[config.mk]
export PLATFORM = sky130hd
export DESIGN_NAME = hazard_fwd_unit
export DESIGN_NICKNAME = d
export VERILOG_FILES = /design/src/rtl/hazard_fwd_unit.sv
export SDC_FILE = /design/constraint.sdc
export NUM_CORES = 1
export LEC_CHECK = 0
export ABC_AREA = 1
export BUFFER_PORTS_ARGS = -buffer_cell sky130_fd_sc_hd__buf_4
export CORE_AREA = 4 4 77 72
export CTS_BUF_LIST = sky130_fd_sc_hd__clkbuf_16
export DETAILED_ROUTE_END_ITERATION = 8
export DIE_AREA = 0 0 81 76
export GPL_TIMING_DRIVEN = 0
export PLACE_DENSITY = 0.62
export SLEW_MARGIN = 10
export SYNTH_ARGS = -nofsm -noshare
export SYNTH_HDL_FRONTEND = slang
export SYNTH_SLANG_ARGS = --single-unit
[constraint.sdc]
create_clock -name clk -period 3.3 [get_ports clk]
set_input_delay 0.165 -clock clk [delete_from_list [all_inputs] [get_ports clk]]
set_output_delay 0.165 -clock clk [all_outputs]
set_load 0.05 [all_outputs]
[src/rtl/hazard_fwd_unit.sv]
`default_nettype none
// ============================================================================
// Module   : hazard_fwd_unit
// Brief    : Depth-parametrised forwarding select, load-use stall and branch
//            flush generator for the in-order RV64 pipeline.
//            Optional HAZARD_STATS_EN adds saturating stall/flush counters.
// Revision : 1.0 - initial release
// ============================================================================
module hazard_fwd_unit #(
    parameter int REG_W      = 5,
    parameter int DEPTH      = 3,
    parameter int LOAD_STAGE = 2,
    parameter int BR_SLOT    = 1,
    parameter int SEL_W      = $clog2(DEPTH)
) (
    input  logic             clk,
    input  logic             reset,
    input  logic             id_valid,
    input  logic [REG_W-1:0] id_rs1,
    input  logic [REG_W-1:0] id_rs2,
    input  logic             id_rs1_used,
    input  logic             id_rs2_used,
    input  logic [REG_W-1:0] id_rd,
    input  logic             id_regwrite,
    input  logic             id_memread,
    input  logic             br_taken,
    output logic             stall,
    output logic             ifid_flush,
    output logic             idex_flush,
    output logic [SEL_W-1:0] fwd_a,
    output logic [SEL_W-1:0] fwd_b
`ifdef HAZARD_STATS_EN
    ,
    output logic [31:0]      stall_cnt,
    output logic [31:0]      flush_cnt
`endif
);

    logic             r_valid    [DEPTH];
    logic [REG_W-1:0] r_rd       [DEPTH];
    logic             r_regwrite [DEPTH];
    logic             r_memread  [DEPTH];
    logic [REG_W-1:0] r_ex_rs1;
    logic [REG_W-1:0] r_ex_rs2;
    logic             r_ex_rs1_used;
    logic             r_ex_rs2_used;

    logic             w_load_hit;
    logic             w_stall;
    logic             w_bubble;

    // x0 is hard-wired zero, so it can never be a producer.
    function automatic logic f_match(input logic             valid,
                                     input logic             regwrite,
                                     input logic [REG_W-1:0] rd,
                                     input logic [REG_W-1:0] r);
        return valid && regwrite && (rd == r) && (r != '0);
    endfunction

    // A load in slot j reaches slot j+1 when the ID instruction enters EX;
    // it must by then be at LOAD_STAGE or older to be forwardable.
    always_comb begin
        w_load_hit = 1'b0;
        for (int j = 0; j < DEPTH; j++) begin
            if ((j + 1 < LOAD_STAGE) && r_memread[j]) begin
                if ((id_rs1_used && f_match(r_valid[j], r_regwrite[j], r_rd[j], id_rs1)) ||
                    (id_rs2_used && f_match(r_valid[j], r_regwrite[j], r_rd[j], id_rs2))) begin
                    w_load_hit = 1'b1;
                end
            end
        end
    end

    assign w_stall    = id_valid && w_load_hit && !br_taken;
    assign w_bubble   = w_stall || br_taken;
    assign stall      = w_stall;
    assign idex_flush = w_bubble;
    assign ifid_flush = br_taken;

    // Scan oldest to youngest so the youngest matching producer wins.
    always_comb begin
        fwd_a = '0;
        fwd_b = '0;
        for (int k = DEPTH - 1; k >= 1; k--) begin
            if (!(r_memread[k] && (k < LOAD_STAGE))) begin
                if (r_ex_rs1_used && f_match(r_valid[k], r_regwrite[k], r_rd[k], r_ex_rs1)) begin
                    fwd_a = SEL_W'(k);
                end
                if (r_ex_rs2_used && f_match(r_valid[k], r_regwrite[k], r_rd[k], r_ex_rs2)) begin
                    fwd_b = SEL_W'(k);
                end
            end
        end
    end

    always_ff @(posedge clk) begin
        if (reset) begin
            for (int k = 0; k < DEPTH; k++) begin
                r_valid[k]    <= 1'b0;
                r_rd[k]       <= '0;
                r_regwrite[k] <= 1'b0;
                r_memread[k]  <= 1'b0;
            end
            r_ex_rs1      <= '0;
            r_ex_rs2      <= '0;
            r_ex_rs1_used <= 1'b0;
            r_ex_rs2_used <= 1'b0;
        end else begin
            for (int k = 1; k < DEPTH; k++) begin
                r_rd[k] <= r_rd[k-1];
                // Younger-than-branch entries are wrong-path; the branch moves on intact.
                if (br_taken && (k <= BR_SLOT)) begin
                    r_valid[k]    <= 1'b0;
                    r_regwrite[k] <= 1'b0;
                    r_memread[k]  <= 1'b0;
                end else begin
                    r_valid[k]    <= r_valid[k-1];
                    r_regwrite[k] <= r_regwrite[k-1];
                    r_memread[k]  <= r_memread[k-1];
                end
            end
            r_rd[0]       <= id_rd;
            r_valid[0]    <= id_valid && !w_bubble;
            r_regwrite[0] <= id_regwrite && !w_bubble;
            r_memread[0]  <= id_memread && !w_bubble;
            r_ex_rs1      <= id_rs1;
            r_ex_rs2      <= id_rs2;
            r_ex_rs1_used <= id_rs1_used && id_valid && !w_bubble;
            r_ex_rs2_used <= id_rs2_used && id_valid && !w_bubble;
        end
    end

`ifdef HAZARD_STATS_EN
    logic [31:0] r_stall_cnt;
    logic [31:0] r_flush_cnt;

    always_ff @(posedge clk) begin
        if (reset) begin
            r_stall_cnt <= '0;
            r_flush_cnt <= '0;
        end else begin
            if (w_stall && (r_stall_cnt != 32'hFFFF_FFFF)) begin
                r_stall_cnt <= r_stall_cnt + 32'd1;
            end
            if (br_taken && (r_flush_cnt != 32'hFFFF_FFFF)) begin
                r_flush_cnt <= r_flush_cnt + 32'd1;
            end
        end
    end

    assign stall_cnt = r_stall_cnt;
    assign flush_cnt = r_flush_cnt;
`endif

endmodule
`default_nettype wire

==> results of run 1 <==
## cell type report
class                   instances  area, um2
fillers                       517       2640
flip-flops and latches         35        781
multi-input cells             144        688
repair buffers                 29        218
inverters                      41        154
clock buffers                   6        150
well taps                      65       81.3
plain buffers                   4       21.3
clock inverters                 2       8.76
## flip-flops by register name, indices dropped and copies added (netlist names)
name           cells
r_ex_rs1_used      1
r_valid            3
r_ex_rs2_used      1
r_rd              15
r_memread          2
r_ex_rs1           5
r_ex_rs2           5
r_regwrite         3
## metrics by stage
stage | hold slack [ns] | total power (uW) | area (um2)
floorplan | 0.272 | 544 | 1640
global placement | 0.363 | 586 | 1940
detailed placement | 0.370 | 587 | 1940
CTS | 0.0824 | 1080 | 2100
global route | 0.0914 | 1110 | 2100
finish | 0.0881 | 1060 | 2100
## logic make-up (layout without fill, tap and decap cells)
group,count (synthesis),after routing,share of synthesized area
AO/OA/AOI/OAI,8,8,0.0333
XOR/XNOR,13,13,0.0704
buffers and inverters,45,82,0.108
flip-flops,35,35,0.483
other,1,8,0.00232
AND/OR/NAND/NOR,115,115,0.303
## worst min-delay path, delay by kind of cell
family                 cells  cell delay [ns]
buffers and inverters      2             0.10
AND/OR/NAND/NOR            1             0.06
## cells in the final DEF, fill, tap and decap left out, types with 2 or more instances in the layout
| cell | Yosys | layout |
|---|---|---|
| inv_1 | 41 | 41 |
| xnor2_1 | 5 | 5 |
| clkbuf_16 | 0 | 6 |
| nand4_1 | 3 | 3 |
| nand2_1 | 39 | 39 |
| nor3_2 | 2 | 2 |
| o21ai_0 | 2 | 2 |
| edfxtp_1 | 8 | 8 |
| buf_4 | 1 | 30 |
| conb_1 | 1 | 8 |
| nor2_1 | 52 | 52 |
| and3_1 | 2 | 2 |
| buf_2 | 2 | 2 |
| nor3_1 | 5 | 5 |
| xor2_1 | 8 | 8 |
| dfxtp_1 | 27 | 27 |
| nand3_1 | 7 | 7 |
| o22ai_1 | 2 | 2 |
## cell usage after synthesis (all sizes together), types with 2 or more instances
master / number
nor2: 52
buf: 3
nor3: 7
o22ai: 2
xor2: 8
o21ai: 3
and3: 2
inv: 41
nand2: 40
nand3: 8
xnor2: 5
nand4: 3
edfxtp: 8
dfxtp: 27
## worst max-delay path by stage
stage / startpoint / end / slack (ns) / depth (start not counted)
floorplan: r_memread[0][1] / fwd_a[1] / 1.34 / 4
global placement: r_regwrite[0][0] / stall / 1.82 / 9
detailed placement: r_regwrite[0][0] / stall / 1.82 / 9
CTS: r_regwrite[0][0] / stall / 1.52 / 9
global route: r_valid[0][0] / stall / 1.38 / 9
finish: r_regwrite[0][0] / stall / 1.57 / 9
## power by group through the flow
stage / logic, uW / registers (uW) / clock network (uW)
3_5_place_dp: 104 / 483 / 0
5_1_grt: 118 / 477 / 516
3_3_place_gp: 103 / 483 / 0
4_1_cts: 104 / 474 / 498
2_1_floorplan: 65.4 / 479 / 0
6_report: 103 / 474 / 483
## per-layer routing
metal	vias up	global-route usage
li1	731	-
met3	8	0.0402
met2	39	0.171
met4	0	0.0557
met1	546	0.150
met5	-	0
==> flow_summary.ini, run 1 <==
[critical_path]
cp-end-kind = primary output
ff2ff_setup_slack_ns = 1.92
path_cells = nand2_1 -> nor2_1 -> nand3_1 -> nor2_1 -> nand3_1 -> nand2_1 -> nand2_2 -> nor2_1 -> buf_4
r2r-start = r_regwrite[0][0]
path_buf_inv = 1
cp.arrival_ns = 1.57
slowest_stage = edfxtp_1
crit_fanout = 5
slowest_delay_ns = 0.36
rr_endpoint = r_memread[0][0]
critPathRequiredTime_ns = 3.13
ff2ff_path_depth = 8
critPathKind = reg2out
critPathLaunchType = flip-flop
path_delay_family = simple AND/OR/NAND/NOR gates
path_common_cell = nor2_1

[power_and_ir_drop]
clkPwrFrac = 0.455
power_frac_seq = 0.447
intPower_uw = 827
power.share.switching = 0.220
leakage_uw = 0.00106
p_sw_uw = 233
power_density_mw_per_mm2 = 504
comb_power_share = 0.098
ir_drop_uv = 242

[cts]
root_buffer = clkbuf_16
postCtsSetupBuffers = 0
cts_tree = yes
cts_resized = 0
cts_buffers = 5
clock_latency_ns = 0.27
hold_buffers = 0
clkTransAtPathRegs_ns = 0.05
htree_levels = 2
clkSinkCount = 35
cts_buffer_depth = 2

[route]
wl_met2_um = 1410
topRoutingLayerUsed = met4
wl_met3_um = 252
vias = 1324
drcViolationCount = 0
vias_per_cell = 4.06
initialDrtViolationCount = 49
drtPass1Iterations = 4
postRouteAntennaNets = 0
wire_per_inst_um = 9.88
m1WireLength_um = 1480
wl_um = 3220

[grt]
antenna_found_initial = 0
grtUsageTotal = 0.116
gr-total-overflow = 0
grt_first_pass_wirelength_um = 5480
grt_max_degree = 12
grt_pass1_vias = 1283

[yosys]
yosysUniqueCellTypes = 27
yosysSeqAreaShare = 0.483
synth_flop_cell = dfxtp_1
synth_edf_count = 8
synth.largest_area_cell = dfxtp_1
syn-cell-area_mm2 = 0.00162
yosysWarnings = 0
async_reset_ff_frac = 0
post_synth_inst_count = 217
synth.ff_latch_count = 35
yosysTopAreaCellShare = 0.334
avgSynthCellArea_um2 = 7.46
synth_area_leaders = dfxtp_1, edfxtp_1, nor2_1, inv_1, nand2_1

[timing]
hold_viol_final = 0
final_max_slew_viol_count = 0
fmax_ghz = 0.577
rsz0062_at_grt = false
finalSetupTns_ns = 0
clock_skew_ns = 0.00270
finalWorstSetupSlack_ns = 1.57
slew_headroom = 0.647
min_period_over_period = 0.525
worstMarginPinSlew_ns = 0.529
setup_viol_count_final = 0
min_period_ns = 1.73

[cells_and_area]
syn_to_final_growth_pct = 29.9
n_antenna_cell = 0
drive_above_1_share = 0.172
nets = 283
final_util = 0.443
fin_cells = 326

[min_path]
hold_path.class = in2reg
min-delay-start = id_rd[1]
whs_path_depth = 3
whs_endpoint = r_rd[0][1]

[floorplanning]
core_mm2 = 0.00474
die_x_um = 81
num_rows = 24
initial_utilization = 0.341
ios = 30
die_h_um = 76
die_area_mm2 = 0.00616

[placed_design]
dpl.hpwl_um = 2620
place_inst = 318
post-place-ws_ns = 1.82
place_congestion = 0.822
place.port_buffers = 29

[run_status]
outcome = finished clean

[run]
drv_cap = 0
Note: power is estimated with default switching activity, not from simulation.
==> run 2: changes to the inputs <==
Clock period 3.3 ns to 1.72 ns, I/O delays scaled along.
==> run 2 against run 1 <==
  * Die area stayed put
  * Clock skew increased by 0.0011 ns
  * Register-to-register slack got worse by 1.6 ns
  * Combinational power is 100% higher
  * Setup slack got worse by 1.5 ns
  * Critical path depth did not move
  * Hold slack got worse by 0.077 ns
  * Clock power rose by 70%
  * Critical path type unchanged
  * Largest cell class unchanged
==> flow_summary.ini, run 2 (synthesis gave the netlist of run 1 again) <==
[cells_and_area]
final_common_cell = nor2_1
fill_cells = 501
drive_above_1_share = 0.186
nets = 285
layout_common_cells = nor2_1, inv_1, nand2_1
final_util = 0.449
largestRegisters = r_rd x15, r_ex_rs1 x5, r_ex_rs2 x5
largest-register = r_rd
syn_to_final_growth_pct = 31.7
design_area_mm2 = 0.00213
n_antenna_cell = 0
largest_reg_flops = 15

[cts]
clock_latency_ns = 0.27
clkTransAtPathRegs_ns = 0.05
htree_levels = 2
clkSinkCount = 35
root_buffer = clkbuf_16
cts_buffer_depth = 2
cts_tree = yes
cts_buffers = 5

[timing]
min_period_ns = 1.65
hold_viol_final = 0
worstMarginPinSlew_ns = 0.524
min_period_over_period = 0.958
fmax_ghz = 0.607
setup_viol_count_final = 0
clock_skew_ns = 0.00379
final_max_slew_viol_count = 0
slew_headroom = 0.651
rsz0062_at_grt = true

[route]
vias_per_cell = 4.06
drtPass1Iterations = 4
vias = 1331
wire_per_inst_um = 9.99
postRouteAntennaNets = 0
initialDrtViolationCount = 52
wl_um = 3280
drcViolationCount = 0

[power_and_ir_drop]
power.share.switching = 0.228
power_frac_seq = 0.469
power_density_mw_per_mm2 = 910
comb_power_share = 0.107
ir_drop_uv = 686
clkPwrFrac = 0.424
intPower_uw = 1500
leakage_uw = 0.00106
p_sw_uw = 443

[grt]
grt.busiest_layer = met2
grt_pass1_vias = 1222
met3_usage = 0.0414
grtUsageTotal = 0.115
gr-total-overflow = 0
antenna_found_initial = 0
grt_max_degree = 12
met1_usage = 0.151
use_met2 = 0.167
grt_first_pass_wirelength_um = 5330

[critical_path]
critPathKind = reg2out
critPathRequiredTime_ns = 1.63
critPathLaunchType = flip-flop
cp-end-kind = primary output
crit_fanout = 5
cp.arrival_ns = 1.56

[floorplanning]
die_h_um = 76
initial_utilization = 0.341
num_rows = 24
die_area_mm2 = 0.00616
die_x_um = 81
ios = 30
core_mm2 = 0.00474

[run]
drv_cap = 0

[placed_design]
dpl_cell_area_mm2 = 0.00196
place.port_buffers = 29
place_congestion = 0.824
dpl.hpwl_um = 2610

[run_status]
outcome = finished clean

[min_path]
hold_path.class = in2reg
[run 2: changes by cell type in the layout (fill, tap and decap cells not counted), sizes merged]
cell | before | now
inv | 41 | 42
buf | 32 | 34
clkbuf | 7 | 6
[run 2: cell type report]
cell class | instances | area [um2] | area share
repair buffers | 31 | 244 | 0.115
well taps | 65 | 81.3 | 0.0382
flip-flops and latches | 35 | 781 | 0.366
multi-input cells | 144 | 712 | 0.334
inverters | 41 | 154 | 0.0722
plain buffers | 4 | 21.3 | 0.00998
clock buffers | 5 | 125 | 0.0587
clock inverters | 3 | 12.5 | 0.00587
[run 2: layer usage]
metal / vias up / part of all wire
met1: 560 / 0.49
met2: 31 / 0.44
met4: 0 / 0.018
met5: - / 0
met3: 5 / 0.053
li1: 735 / -
[run 2: path summary, 6_finish.rpt]
| check | from | to | slack (ns) | cells past startpoint |
|---|---|---|---|---|
| max | r_valid[0][0] | stall | 0.07 | 9 |
| min | id_rd[0] | r_rd[0][0] | 0.01 | 3 |
| max reg2reg | r_valid[0][0] | r_valid[0][0] | 0.30 | 9 |
| min reg2reg | r_rd[0][5] | r_rd[0][10] | 0.47 | 2 |
[run 2: repair_timing]
action | 4_1_cts | 5_1_grt
hold buffers | 0 | 0
endpoints found under the setup margin | 1 | 3
buffers inserted | 0 | 2
resized for setup | 2 | 4
endpoints found under the hold margin | 0 | 0
cloned | 0 | 0
[run 2: critical path, stage by stage, from the launching register on]
cell      delay (ns)
edfxtp_1        0.37
nand2_1         0.07
nor2_2          0.11
nand3_1         0.09
nor2_1          0.09
nand3_1         0.09
nand2_1         0.11
nand2_2         0.09
nor2_2          0.11
buf_6           0.16
[run 2: stage by stage]
stage	setup WS, ns	hold slack (ns)	power [uW]	instances	TNS (ns)
5_1_grt	-0.0542	0.0152	2030	328	-0.0680
6_report	0.0718	0.0110	1940	328	0
4_1_cts	0.0251	0.00723	1960	326	0
2_1_floorplan	0.0154	0.193	1050	224	0
3_3_place_gp	0.304	0.284	1130	318	0
3_5_place_dp	0.266	0.293	1130	318	0
[run 2: power groups by stage]
stage                     Combinational (uW)  Sequential [uW]  Clock [uW]
final                                    208              910         822
after global routing                     236              915         883
after CTS                                205              910         850
after detailed placement                 204              927           0
after global placement                   202              926           0
after floorplan                          130              919           0
==> run 3: changes to the inputs <==
Settings changed: CTS_BUF_LIST sky130_fd_sc_hd__clkbuf_16 to sky130_fd_sc_hd__clkbuf_4.
==> run 3 against run 2 <==
  * First-iteration DRC count up 3.8%
  * Combinational power up 18%
  * Hold slack better by 0.021 ns
  * Flip-flop and latch count unchanged
==> flow_summary.ini, run 3 (synthesis gave the netlist of run 1 again) <==
[floorplanning]
die_area_mm2 = 0.00616
core_mm2 = 0.00474
initial_utilization = 0.341
die_x_um = 81
num_rows = 24
ios = 30
die_h_um = 76

[power_and_ir_drop]
ir_drop_uv = 357
power_frac_seq = 0.573
p_sw_uw = 417
power.share.switching = 0.263
leakage_uw = 0.00112
comb_power_share = 0.155
clkPwrFrac = 0.272
power_density_mw_per_mm2 = 698
intPower_uw = 1170

[grt]
grt_pass1_vias = 1304
gr-total-overflow = 0
grt_max_degree = 12
grtUsageTotal = 0.121
grt_first_pass_wirelength_um = 5730
antenna_found_initial = 0

[cells_and_area]
drive_above_1_share = 0.219
fin_cells = 348
largest-register = r_rd
final_util = 0.479
syn_to_final_growth_pct = 40.6
nets = 305
design_area_mm2 = 0.00227
largestRegisters = r_rd x15, r_ex_rs1 x5, r_ex_rs2 x5
final_common_cell = nor2_1
largest_reg_flops = 15
n_antenna_cell = 0
layout_common_cells = nor2_1, inv_1, nand2_1

[min_path]
whs_path_depth = 3
min-delay-start = id_valid
whs_endpoint = r_ex_rs1_used
hold_path.class = in2reg

[route]
m1WireLength_um = 1650
wl_met3_um = 198
postRouteAntennaNets = 0
topRoutingLayerUsed = met4
wire_per_inst_um = 10.0
vias = 1417
drtPass1Iterations = 4
initialDrtViolationCount = 54
vias_per_cell = 4.07
wl_um = 3490
drcViolationCount = 0
wl_met2_um = 1620

[timing]
setup_viol_count_final = 0
min_period_ns = 1.68
min_period_over_period = 0.976
rsz0062_at_grt = true
worstMarginPinSlew_ns = 0.537
finalSetupTns_ns = 0
fmax_ghz = 0.595
hold_viol_final = 0
slew_headroom = 0.642
final_max_slew_viol_count = 0
clock_skew_ns = 0.00965

[cts]
clkTransAtPathRegs_ns = 0.11
clock_latency_ns = 0.33
cts_buffers = 5
root_buffer = clkbuf_4
cts_tree = yes
clkSinkCount = 35
cts_buffer_depth = 2
htree_levels = 2

[run]
drv_cap = 0

[critical_path]
critPathLaunchType = flip-flop
cp-end-kind = primary output
critPathRequiredTime_ns = 1.63
ff2ff_setup_slack_ns = 0.11
critPathKind = reg2out
r2r-start = r_regwrite[0][0]
ff2ff_path_depth = 10
rr_endpoint = r_regwrite[0][0]
crit_fanout = 4
cp.arrival_ns = 1.59

[placed_design]
place.port_buffers = 29
place_congestion = 0.824
place_inst = 318
dpl.hpwl_um = 2610
dpl_cell_area_mm2 = 0.00196

[run_status]
outcome = finished clean
==> run 3: cell type report <==
class                      count  area (um2)
tap                           65        81.3
multi-input combinational    144         743
fill                         489        2470
clock inverter                 2        8.76
sequential                    35         785
clock buffer                   6        45.0
inverter                      41         154
buffer                         4        21.3
timing repair buffer          51         437
==> run 3: critical path, cell delays in order, from the launching register on <==
cell	delay [ns]
edfxtp_1	0.38
nand2_1	0.07
nor2_2	0.11
nand3_1	0.09
nor2_1	0.09
nand3_1	0.09
nand2_1	0.10
nand2_2	0.09
nor2_2	0.10
buf_6	0.16
==> run 3: through the flow <==
step | worst slack, ns | hold slack, ns | power [uW]
after global routing | -0.132 | 0.00288 | 1680
after global placement | 0.304 | 0.284 | 1130
after detailed placement | 0.266 | 0.293 | 1130
after CTS | -0.0134 | 0.0129 | 1600
after floorplan | 0.0154 | 0.193 | 1050
final | 0.0407 | 0.0322 | 1590
==> run 3: power groups by stage <==
stage / logic (uW) / clock network [uW] / registers, uW
finish: 246 / 432 / 909
global route: 276 / 487 / 915
CTS: 238 / 450 / 907
detailed placement: 204 / 0 / 927
global placement: 202 / 0 / 926
floorplan: 130 / 0 / 919
==> run 3: how the worst max path moves through the flow <==
| stage | from | slack, ns | endpoint |
|---|---|---|---|
| after detailed placement | r_valid[0][0] | 0.27 | r_valid[0][0] |
| after global placement | r_regwrite[0][0] | 0.30 | r_regwrite[0][0] |
| after floorplan | r_ex_rs2[2] | 0.02 | fwd_b[1] |
| final | r_regwrite[0][0] | 0.04 | stall |
| after CTS | r_regwrite[0][0] | -0.01 | stall |
| after global routing | r_regwrite[0][0] | -0.13 | stall |
==> run 3: metal layers <==
| layer | global-route usage | vias up |
|---|---|---|
| met1 | 0.157 | 605 |
| met5 | 0 | - |
| met3 | 0.0461 | 2 |
| met2 | 0.185 | 35 |
| li1 | - | 775 |
| met4 | 0.0355 | 0 |
==> run 3: what timing repair did <==
| item | 4_1_cts | 5_1_grt |
|---|---|---|
| hold buffers | 17 | 0 |
| pin swaps | 3 | 1 |
| gates resized for setup | 4 | 11 |
| setup endpoints to repair | 2 | 6 |
| buffers inserted | 3 | 2 |
| endpoints found under the hold margin | 17 | 0 |
